## src/rtl/ymux_rr.sv

```systemverilog
// ----------------------------------------------------------------------------
// ymux_rr : registered N-channel multiplexer with valid/ready handshakes.
//
// Chooses one of CHANNELS producer lanes and moves its word into a single
// output register stage. Two selection modes are supported:
//   mode = 0 : manual, the external sel input names the channel.
//   mode = 1 : round-robin, a rotating pointer picks the first requesting
//              channel at or after the pointer, so every lane that keeps
//              requesting is served within CHANNELS transfers.
//
// Ports
//   clk        rising-edge clock
//   rst_n      asynchronous active-low reset
//   in_data    CHANNELS*WIDTH packed lanes, channel i at [i*WIDTH +: WIDTH]
//   in_valid   per-channel request
//   in_ready   per-channel accept, combinational, one-hot or zero
//   mode       0 = manual select, 1 = round-robin
//   sel        manual channel select (values >= CHANNELS never grant)
//   out_data   registered data of the granted channel
//   out_chan   registered index of the channel that supplied out_data
//   out_valid  out_data holds a word
//   out_ready  downstream accept
// ----------------------------------------------------------------------------
module ymux_rr #(
    parameter int  WIDTH    = 2,
    parameter int  CHANNELS = 4,
    localparam int SELW     = $clog2(CHANNELS)
) (
    input  logic                      clk,
    input  logic                      rst_n,
    input  logic [CHANNELS*WIDTH-1:0] in_data,
    input  logic [CHANNELS-1:0]       in_valid,
    output logic [CHANNELS-1:0]       in_ready,
    input  logic                      mode,
    input  logic [SELW-1:0]           sel,
    output logic [WIDTH-1:0]          out_data,
    output logic [SELW-1:0]           out_chan,
    output logic                      out_valid,
    input  logic                      out_ready
);

    // ------------------------------------------------------------------
    // State
    // ------------------------------------------------------------------
    logic [WIDTH-1:0] out_data_q,  out_data_d;
    logic [SELW-1:0]  out_chan_q,  out_chan_d;
    logic             out_valid_q, out_valid_d;
    logic [SELW-1:0]  ptr_q,       ptr_d;

    // ------------------------------------------------------------------
    // Grant selection
    // ------------------------------------------------------------------
    logic [SELW-1:0]       grant_idx;
    logic                  grant_valid;
    logic [WIDTH-1:0]      grant_data;
    logic                  load;

    // Requests rotated so that bit k corresponds to channel (ptr+k) mod N.
    logic [2*CHANNELS-1:0] rot_full;
    logic [CHANNELS-1:0]   rot_valid;
    logic [SELW:0]         rr_sum;

    assign rot_full  = {in_valid, in_valid} >> ptr_q;
    assign rot_valid = rot_full[CHANNELS-1:0];

    always_comb begin
        grant_idx   = '0;
        grant_valid = 1'b0;
        rr_sum      = '0;
        if (mode == 1'b0) begin
            // Only in-range sel values can match, so an out-of-range
            // select leaves grant_valid low.
            for (int i = 0; i < CHANNELS; i++) begin
                if (sel == SELW'(i)) begin
                    grant_idx   = SELW'(i);
                    grant_valid = in_valid[i];
                end
            end
        end else begin
            // Scan from the far end so the lowest rotated offset wins.
            for (int k = CHANNELS - 1; k >= 0; k--) begin
                if (rot_valid[k]) begin
                    rr_sum = {1'b0, ptr_q} + (SELW+1)'(k);
                    if (rr_sum >= (SELW+1)'(CHANNELS)) begin
                        rr_sum = rr_sum - (SELW+1)'(CHANNELS);
                    end
                    grant_idx   = rr_sum[SELW-1:0];
                    grant_valid = 1'b1;
                end
            end
        end
    end

    always_comb begin
        grant_data = '0;
        for (int i = 0; i < CHANNELS; i++) begin
            if (grant_idx == SELW'(i)) begin
                grant_data = in_data[i*WIDTH +: WIDTH];
            end
        end
    end

    // The output register can take a word when empty or draining this edge.
    assign load = (!out_valid_q || out_ready) && grant_valid;

    // in_ready is held low while reset is asserted, independent of clk.
    generate
        for (genvar gi = 0; gi < CHANNELS; gi++) begin : g_ready
            assign in_ready[gi] = rst_n & load & (grant_idx == SELW'(gi));
        end
    endgenerate

    // ------------------------------------------------------------------
    // Next state
    // ------------------------------------------------------------------
    always_comb begin
        out_data_d  = out_data_q;
        out_chan_d  = out_chan_q;
        out_valid_d = out_valid_q;
        ptr_d       = ptr_q;
        if (load) begin
            out_data_d  = grant_data;
            out_chan_d  = grant_idx;
            out_valid_d = 1'b1;
            if (mode) begin
                ptr_d = (grant_idx == SELW'(CHANNELS - 1)) ? '0 : grant_idx + 1'b1;
            end
        end else if (out_valid_q && out_ready) begin
            // Drain without refill: data and channel keep their last value.
            out_valid_d = 1'b0;
        end
    end

    always_ff @(posedge clk or negedge rst_n) begin
        if (!rst_n) begin
            out_data_q  <= '0;
            out_chan_q  <= '0;
            out_valid_q <= 1'b0;
            ptr_q       <= '0;
        end else begin
            out_data_q  <= out_data_d;
            out_chan_q  <= out_chan_d;
            out_valid_q <= out_valid_d;
            ptr_q       <= ptr_d;
        end
    end

    assign out_data  = out_data_q;
    assign out_chan  = out_chan_q;
    assign out_valid = out_valid_q;

endmodule
```

## config.mk

```make
export PLATFORM = sky130hd
export DESIGN_NAME = ymux_rr
export DESIGN_NICKNAME = d
export VERILOG_FILES = /design/src/rtl/ymux_rr.sv
export SDC_FILE = /design/constraint.sdc
export NUM_CORES = 1
export LEC_CHECK = 0
export ABC_CLOCK_PERIOD_IN_PS = 3500
export CORE_UTILIZATION = 35
export CTS_BUF_LIST = sky130_fd_sc_hd__clkbuf_4 sky130_fd_sc_hd__clkbuf_8 sky130_fd_sc_hd__clkbuf_16
export DETAILED_ROUTE_END_ITERATION = 10
export HOLD_SLACK_MARGIN = 0.05
export MAX_ROUTING_LAYER = met4
export PLACE_DENSITY_LB_ADDON = 0.25
export SYNTH_ARGS = -nofsm -noshare
export SYNTH_HDL_FRONTEND = slang
export SYNTH_SLANG_ARGS = --single-unit
```

## constraint.sdc

```tcl
create_clock -name clk -period 3.5 [get_ports clk]
set_input_delay 0.7 -clock clk [delete_from_list [all_inputs] [get_ports clk]]
set_output_delay 0.7 -clock clk [all_outputs]
set_load 0.005 [all_outputs]
```

Yosys cells after proc, flatten, opt, wreduce, memory -nomap -nowiden
Cells that the tools add are included.

storage, ports and cells
  output and inout bits = 9
  bits of input ports = 18
  logic and storage cells = 64
  register bits = 7

cells by class
  add/sub/neg operators = 8
  reductions and logical operators = 8
  bitwise gates (word level) = 5
  eq/ne operators = 6
  shifts and indexed selects = 1
  order comparisons = 4
  mux-type cells = 28

operators with widths
  kind                   count
  $mux W2                16
  $mux W1                12
  $ge A3 B3 Y1 const B   3
  $eq A2 B2 Y1 const B   4
  $shr A8 B2 Y4          1
  $sub A2 B1 Y2 const B  4
  $add A2 B2 Y3 const B  2
  $and A1 B1 Y1          5
  $eq A2 B1 Y1 const B   2
  $logic_not A2 Y1       2
  $add A2 B1 Y3 const B  1
  $ge A2 B3 Y1 const B   1
  $add A2 B1 Y2 const B  1
  $logic_and A1 B1 Y1    2
  $reduce_and A2 Y1      1
  $reduce_bool A2 Y1     1
  $logic_not A1 Y1       1
  $logic_or A1 B1 Y1     1

Depth between registers and ports, before layout
  word-level depth = 13
  depth in mapped cells = 10
  mapped depth without buffers = 9

Worst setup path after synthesis
No wires, ideal clock.

  path type = in2out
  start = input in_valid[3]
  end = output in_ready[1]
  stages = 6
  arrival = 1,977 ps
  slack = 823 ps
  cells stage by stage = nand4b_1 o21ai_0 o41ai_1 inv_1 ha_1 and3_1

RTL lines
  element               RTL line  text
  start: declaration    32        input logic [CHANNELS-1:0] in_valid,
  $shr A8 B2 Y4 (*)     63        assign rot_full = {in_valid, in_valid} >> ptr_q;
  $mux W2 (3 in a row)  82        if (rot_valid[k]) begin
  $mux W2 (*)           82
  $mux W2 (*)           70        if (mode == 1'b0) begin
  net grant_idx[1]      53        logic [SELW-1:0] grant_idx;
  $eq A2 B1 Y1 (*)      109       assign in_ready[gi] = rst_n & load & (grant_idx == SELW'(gi));
  $and A1 B1 Y1 (*)     109
  end: declaration      33        output logic [CHANNELS-1:0] in_ready,

The timed path passes the listed nets; every way through them passes the cells marked *.

Worst setup path in the final report
  start = input sel[0]
  end = output in_ready[2]

on the way
  cells in the longest elaborated chain, start to end = 9

ends and longest elaborated chain
  element               RTL line  text
  start: declaration    35        input logic [SELW-1:0] sel,
  $logic_not A2 Y1      74        if (sel == SELW'(i)) begin
  $mux W1 (4 in a row)  74
  $mux W1               70
  $logic_and A1 B1 Y1   104       assign load = (!out_valid_q || out_ready) && grant_valid;
  $and A1 B1 Y1         109
  $and A1 B1 Y1 (*)     109

Mark *: on every way between the ends. The rest lies on a longest branch, timed or not.

==> impl_metrics.csv <==
group,metric,value,unit
timing,fmax,0.288,GHz
finish,nFillCells,121,
setup_path,slowest_delay,580,ps
route,antenna_left,0,
floorplan,fp.dieW,43.6,um
timing,timing.slew.headroom,70.4,%
timing,setup_viol,0,
synthesis,synth_area_leaders,"dfrtp_1 (29%), ha_1 (8.3%), mux2_4 (7.5%)",
timing,finalSetupTns,0,ps
finish,multiInputGateArea,407,um2
setup_path,path_max_fanout,5,
status,violations,"DRC",
grt,grt_max_degree,12,
grt,overflow,0,
route,via_per_inst,5.26,
floorplan,core_area,0.00156,mm2
synthesis,synth-seq-cells,7,
timing,worst_slack,32.9,ps
timing,drv_slew,0,
clocking,clk_latency,250,ps
placed_design,io_buffers,26,
finish,nets,144,
status,status,"finished with violations",
route,drc,2,
timing,tightestPinTransition,443,ps
setup_path,worstSetupPathType,"in2out",
floorplan,fp.dieH,43.6,um
clocking,clkTransAtPathRegs,50,ps
timing,skew,1.35,ps
placed_design,hpwl,1.21,mm
grt,grt_use_met3,2.50,%
grt,top_usage_layer,"met2",
route,drt_pass1_iterations,7,
clocking,clockRootBuffer,"clkbuf_4",
placed_design,dp.cells,115,
setup_path,cp.arrival,2770,ps
timing,hold_viol,0,
synthesis,synthMostInstantiatedCell,"nand2_1",
synthesis,synth_nets,86,
finish,seqCellArea,175,um2
clocking,clock-sinks,7,
grt,gr-usage-met1,26.0,%
floorplan,num_rows,14,
clocking,cts_hold_buf,0,
setup_path,crit_chain,"clkdlybuf4s50_1, mux4_1, mux2i_1, nor2b_1, and3_1, clkdlybuf4s50_1",
synthesis,synth_top_cell_area_share,29.0,%
route,vias,721,
pwr,ir_drop,0.195,mV
clocking,htreeDepth,1,
clocking,cts_buffer_depth,2,
synthesis,seq_area_frac_synth,29.0,%
setup_path,start_kind,"input port",
finish,syn2layout_area_growth,86.3,%
synthesis,syn-instance-count,64,
finish,post_layout_nonfiller_instances,137,
pwr,power.total,0.409,mW
worst_hold_path,hp-class,"reg2reg",
finish,final_layout_size_suffix_gt1_share,30.6,%
synthesis,synth_area_per_cell,9.44,um2
synthesis,yosysWarnings,0,
grt,gr-usage-all-layers,22.1,%
synthesis,synth.distinct_cells,28,
setup_path,crit_top_cell,"clkdlybuf4s50_1",
clocking,cts_buffers,3,
setup_path,crit_buf_inv,2,
grt,gr-usage-met2,36.7,%
setup_path,critical_path_required,2800,ps
grt,grt_pass1_vias,682,
pwr,p_leak,0.559,nW
setup_path,regToRegSetupSlack,1040,ps
timing,min_period,3470,ps
placed_design,gp_congestion,0.777,
finish,diodes,0,
pwr,power.density,363,mW/mm2
setup_path,worst_path_max_delay_cell,"mux4_1",
synthesis,async_flop_share,100,%
setup_path,cp_top_family,"buffers and inverters",
synthesis,yosysTopAreaCell,"dfrtp_1",
setup_path,cp-end-kind,"output pin",
synthesis,synth_ff_type,"dfrtp_1",
timing,fin_crit_sh,99.1,%
route,avgRoutedWirePerCell,13.0,um
synthesis,synth-edff-count,0,
route,wl,1.78,mm
clocking,cts_tree,"done",
route,drtIter0Drc,15,
grt,antenna_found_initial,0,
floorplan,die_area,0.00190,mm2
synthesis,netlist_area,604,um2
floorplan,ios,27,
placed_design,post-place-ws,-138,ps
floorplan,start_util,38.8,%
run,drv_cap,0,
grt,grt_pass1_wl,2.99,mm
synthesis,synth.top_cells.by_count,"nand2_1 (8), dfrtp_1 (7)",
## sequential cells by signal, indices dropped and copies added, names as in the netlist
signal,flops
ptr_q,2
out_data,2
out_valid,1
out_chan,2
## logic make-up after synthesis
group           synth area share [%]
buf+inv                         4.97
mux                             13.5
fa+ha+maj                       8.28
compound gates                  21.1
flops                           29.0
simple gates                    23.2
## report_power, final
| part | switching [mW] | internal (mW) |
|---|---|---|
| clock | 0.0276 | 0.0511 |
| sequential | 0.0213 | 0.103 |
| combinational | 0.0712 | 0.135 |
| total | 0.120 | 0.289 |
## worst paths after layout
| kind | start | to | cells after the start |
|---|---|---|---|
| min reg2reg | out_data[1] | out_data[1] | 1 |
| max in group asynchronous | rst_n | out_valid | 1 |
| min in group asynchronous | rst_n | out_chan[1] | 1 |
| min | out_data[1] | out_data[1] | 1 |
| max reg2reg | ptr_q[1] | out_data[0] | 11 |
| max | sel[0] | in_ready[2] | 6 |
## placed cells by master, fill, tap and decap left out, types with 4 or more instances in the layout
cell type,synthesis,final
buf_4,0,29
clkdlybuf4s50_1,0,21
nand2_1,8,8
dfrtp_1,7,7
inv_1,4,4
nand2b_1,4,4
nor2b_1,4,4
and3_1,4,4
ha_1,4,4
clkbuf_4,0,4
## layer usage
layer	part of all wire (%)	wire length, um
met5	0	0
met4	0.67	12
met3	1.3	23
met2	52	927
met1	46	815
## timing repair
item	CTS	global route
setup buffers	15	3
endpoints found under the setup margin	4	3
resized for setup	5	2
pin swaps	1	1
## final cells by class
cell class              instances  area share [%]
inverters                       4            1.33
well taps                      16            1.78
multi-input cells              51            36.1
repair buffers                 55            42.6
clock buffers                   4            2.67
flip-flops and latches          7            15.6
## per-stage QoR
step                area, um2  util (%)  hold WS [ps]
detailed placement        952      61.1           504
CTS                      1100      70.5           514
floorplan                 604         -           404
global placement          952      61.1           498
finish                   1130      72.2           508
global route             1130      72.2           529
(Power assumes the default switching activity.)
==> RTL edit: new RTL, same flow settings <==
`CHANNELS`: 4 -> 8.
--- a/src/rtl/ymux_rr.sv
+++ b/src/rtl/ymux_rr.sv
@@ -25,3 +25,3 @@
     parameter int  WIDTH    = 2,
-    parameter int  CHANNELS = 4,
+    parameter int  CHANNELS = 8,
     localparam int SELW     = $clog2(CHANNELS)
Ports: changed (5 resized); port bits go from 27 to 45. The function was not compared with the original's and may differ.
==> RTL edit against the unedited design <==
Sequential cell count grew 2. Setup slack lost 0.48 ns. Wire length grew to 3.2 times the old value. Power grew to 6.0 times the old value. The flow finishes with violations (setup timing). Synthesized cell count grew to 2.9 times the old value. Count of clock-buffer cells in the layout is the same. Final area grew to 2.5 times the old value. Area after synthesis grew to 2.6 times the old value.
==> RTL edit: results (changes against the unedited design) <==
| Metric | Value |
|---|---|
| Worst-skew pair later-pin latency | `0.23 ns (was 0.25 ns)` |
| Pre-CTS setup slack | `-1.28 ns (was -0.138 ns)` |
| Largest net degree at the start of global routing | `21 (was 12)` |
| Clock root buffer | `clkbuf_8 (was clkbuf_4)` |
| Top post-synthesis cells by count | `o21ai_0 (16), nor2_1 (15), inv_1 (14), nand2_1 (13) (was nand2_1 (8), dfrtp_1 (7))` |
| N_diodes | `0 (unchanged)` |
| Syn Nets | `224 (was 86)` |
| Routed via count | `1,979 (was 721)` |
| GPL Wtd Cong | `0.883 (was 0.777)` |
| Vias in the first global route | `1,853 (was 682)` |
| Post-route setup slack | `-0.446 ns (was 0.0329 ns)` |
| TritonRoute pass-1 iters | `4 (was 7)` |
| Hold Path Depth | `1 (unchanged)` |
| Drt total wl | `5720 um (was 1780 um)` |
| Status | `complete, but fails checks (unchanged)` |
| Worst vdd ir | `0.386 mV (was 0.195 mV)` |
| Initial drt markers | `99 (was 15)` |
| Port Buffer Count | `44 (was 26)` |
| Yosys warnings | `0 (unchanged)` |
| Layout Nets | `341 (was 144)` |
| Initial antenna violation count | `0 (unchanged)` |
| Placed Instance Area | `2520 um2 (was 952 um2)` |
| Top FF cell, synth | `dfrtp_1 (unchanged)` |
| Gr usage total | `0.233 (was 0.221)` |
| Worst Skew | `0.00424 ns (was 0.00135 ns)` |
| Seq/Total Area, Yosys | `0.142 (was 0.290)` |
| Worst hold path class | `reg2reg (unchanged)` |
| Asr flop ratio synth | `1.00 (unchanged)` |
| CTS clock-pin slew for the worst setup and hold paths | `0.05 ns (about the same)` |
| Failing checks | `setup timing (was DRC)` |
| First-pass GRT wire length | `8880 um (was 2990 um)` |
| # setup viols final | `10 (was 0)` |
| R2R setup slack | `-0.22 ns (was 1.04 ns)` |
| Hpwl dp | `3950 um (was 1210 um)` |
| Slew @ Worst Pin | `0.465 ns (was 0.443 ns)` |
| Share of layout cells above drive strength 1 | `0.482 (was 0.306)` |
| Total CTS buffers | `3 (unchanged)` |
| Synth unique cells | `48 (was 28)` |
| P_leak | `1.23 nW (was 0.559 nW)` |
| Worst r2r path cells | `17 (was 11)` |
| H-tree lvl count | `1 (unchanged)` |
| Arrival time at the worst endpoint | `3.25 ns (was 2.77 ns)` |
| Clock tree buffer depth | `2 (unchanged)` |
| Max FO, Critical Path | `3 (was 5)` |
| Synth area leaders | `dfrtp_1 (14%), mux4_1 (8.3%), mux2i_1 (7.6%) (was dfrtp_1 (29%), ha_1 (8.3%), mux2_4 (7.5%))` |
RTL edit: changes by cell type after synthesis, moves of 4 or more:
cell      change
a211oi_1      +5
a21o_1        +4
a21oi_1      +12
a221o_1       +5
ha_1          +4
inv_1        +10
mux2_2        +5
mux2i_1      +11
mux4_1        +4
mux4_2        +5
nand2_1       +5
nor2_1       +15
nor3_1        +5
o21ai_0      +13
RTL edit: layout make-up:
class                   count  area (um2)
multi-input cells         153        1390
clock buffers               4        48.8
flip-flops and latches      9         226
repair buffers            121        1040
inverters                  14        60.1
fillers                   334        1530
well taps                  52        65.1
RTL edit: repair_timing:
action | 4_1_cts | 5_1_grt
endpoints found under the setup margin | 13 | 10
gates cloned | 0 | 1
resized for setup | 105 | 23
buffers inserted | 3 | 11
hold buffers | 0 | 0
pin swaps | 15 | 12
RTL edit: final timing paths:
path	to	startpoint
hold reg to reg	out_chan[2]	out_chan[2]
min in group asynchronous	out_chan[2]	rst_n
setup reg to reg	out_data[0]	ptr_q[0]
setup / recovery	in_ready[7]	in_valid[4]
max in group asynchronous	ptr_q[0]	rst_n
hold / removal	out_chan[2]	out_chan[2]
RTL edit: logic make-up (layout without fill, tap and decap cells):
kind of cell,after synthesis,count (layout),synth area share
AND/OR/NAND/NOR,54,54,0.175
flip-flops,9,9,0.142
adder cells (fa/ha/maj),8,8,0.0632
multiplexers,28,28,0.275
AO/OA/AOI/OAI,63,63,0.280
buffers and inverters,23,139,0.0640
RTL edit: per-stage QoR:
step           hold WS [ns]   util  std cells  setup TNS, ns
6_report              0.502  0.648        353          -3.32
5_1_grt               0.522  0.648        353          -4.45
4_1_cts               0.506  0.613        341          -4.29
3_5_place_dp          0.496  0.578        334         -12.51
3_3_place_gp          0.491  0.578        334         -12.39
2_1_floorplan         0.404      -        185          -1.03
RTL edit: power by group:
group / switching [mW] / internal (mW)
registers: 0.0407 / 0.149
logic: 0.985 / 1.15
clock network: 0.0427 / 0.0872
RTL edit: per-layer routing:
layer / vias to the layer above / wire length, um / track usage
met5: - / 0 / -
met2: 79 / 2780 / 0.365
met4: 0 / 23 / 0.0317
met1: 956 / 2580 / 0.324
met3: 2 / 338 / 0.0378
li1: 942 / - / -
RTL edit: worst max-delay path, cell delays in order:
cell	delay (ns)
buf_8	0.10
mux4_2	0.49
mux2_4	0.28
or4b_4	0.51
a21oi_2	0.16
a211oi_2	0.06
nor4_2	0.19
a211oi_2	0.08
inv_2	0.10
ha_4	0.17
ha_4	0.14
and3_4	0.17
buf_6	0.09
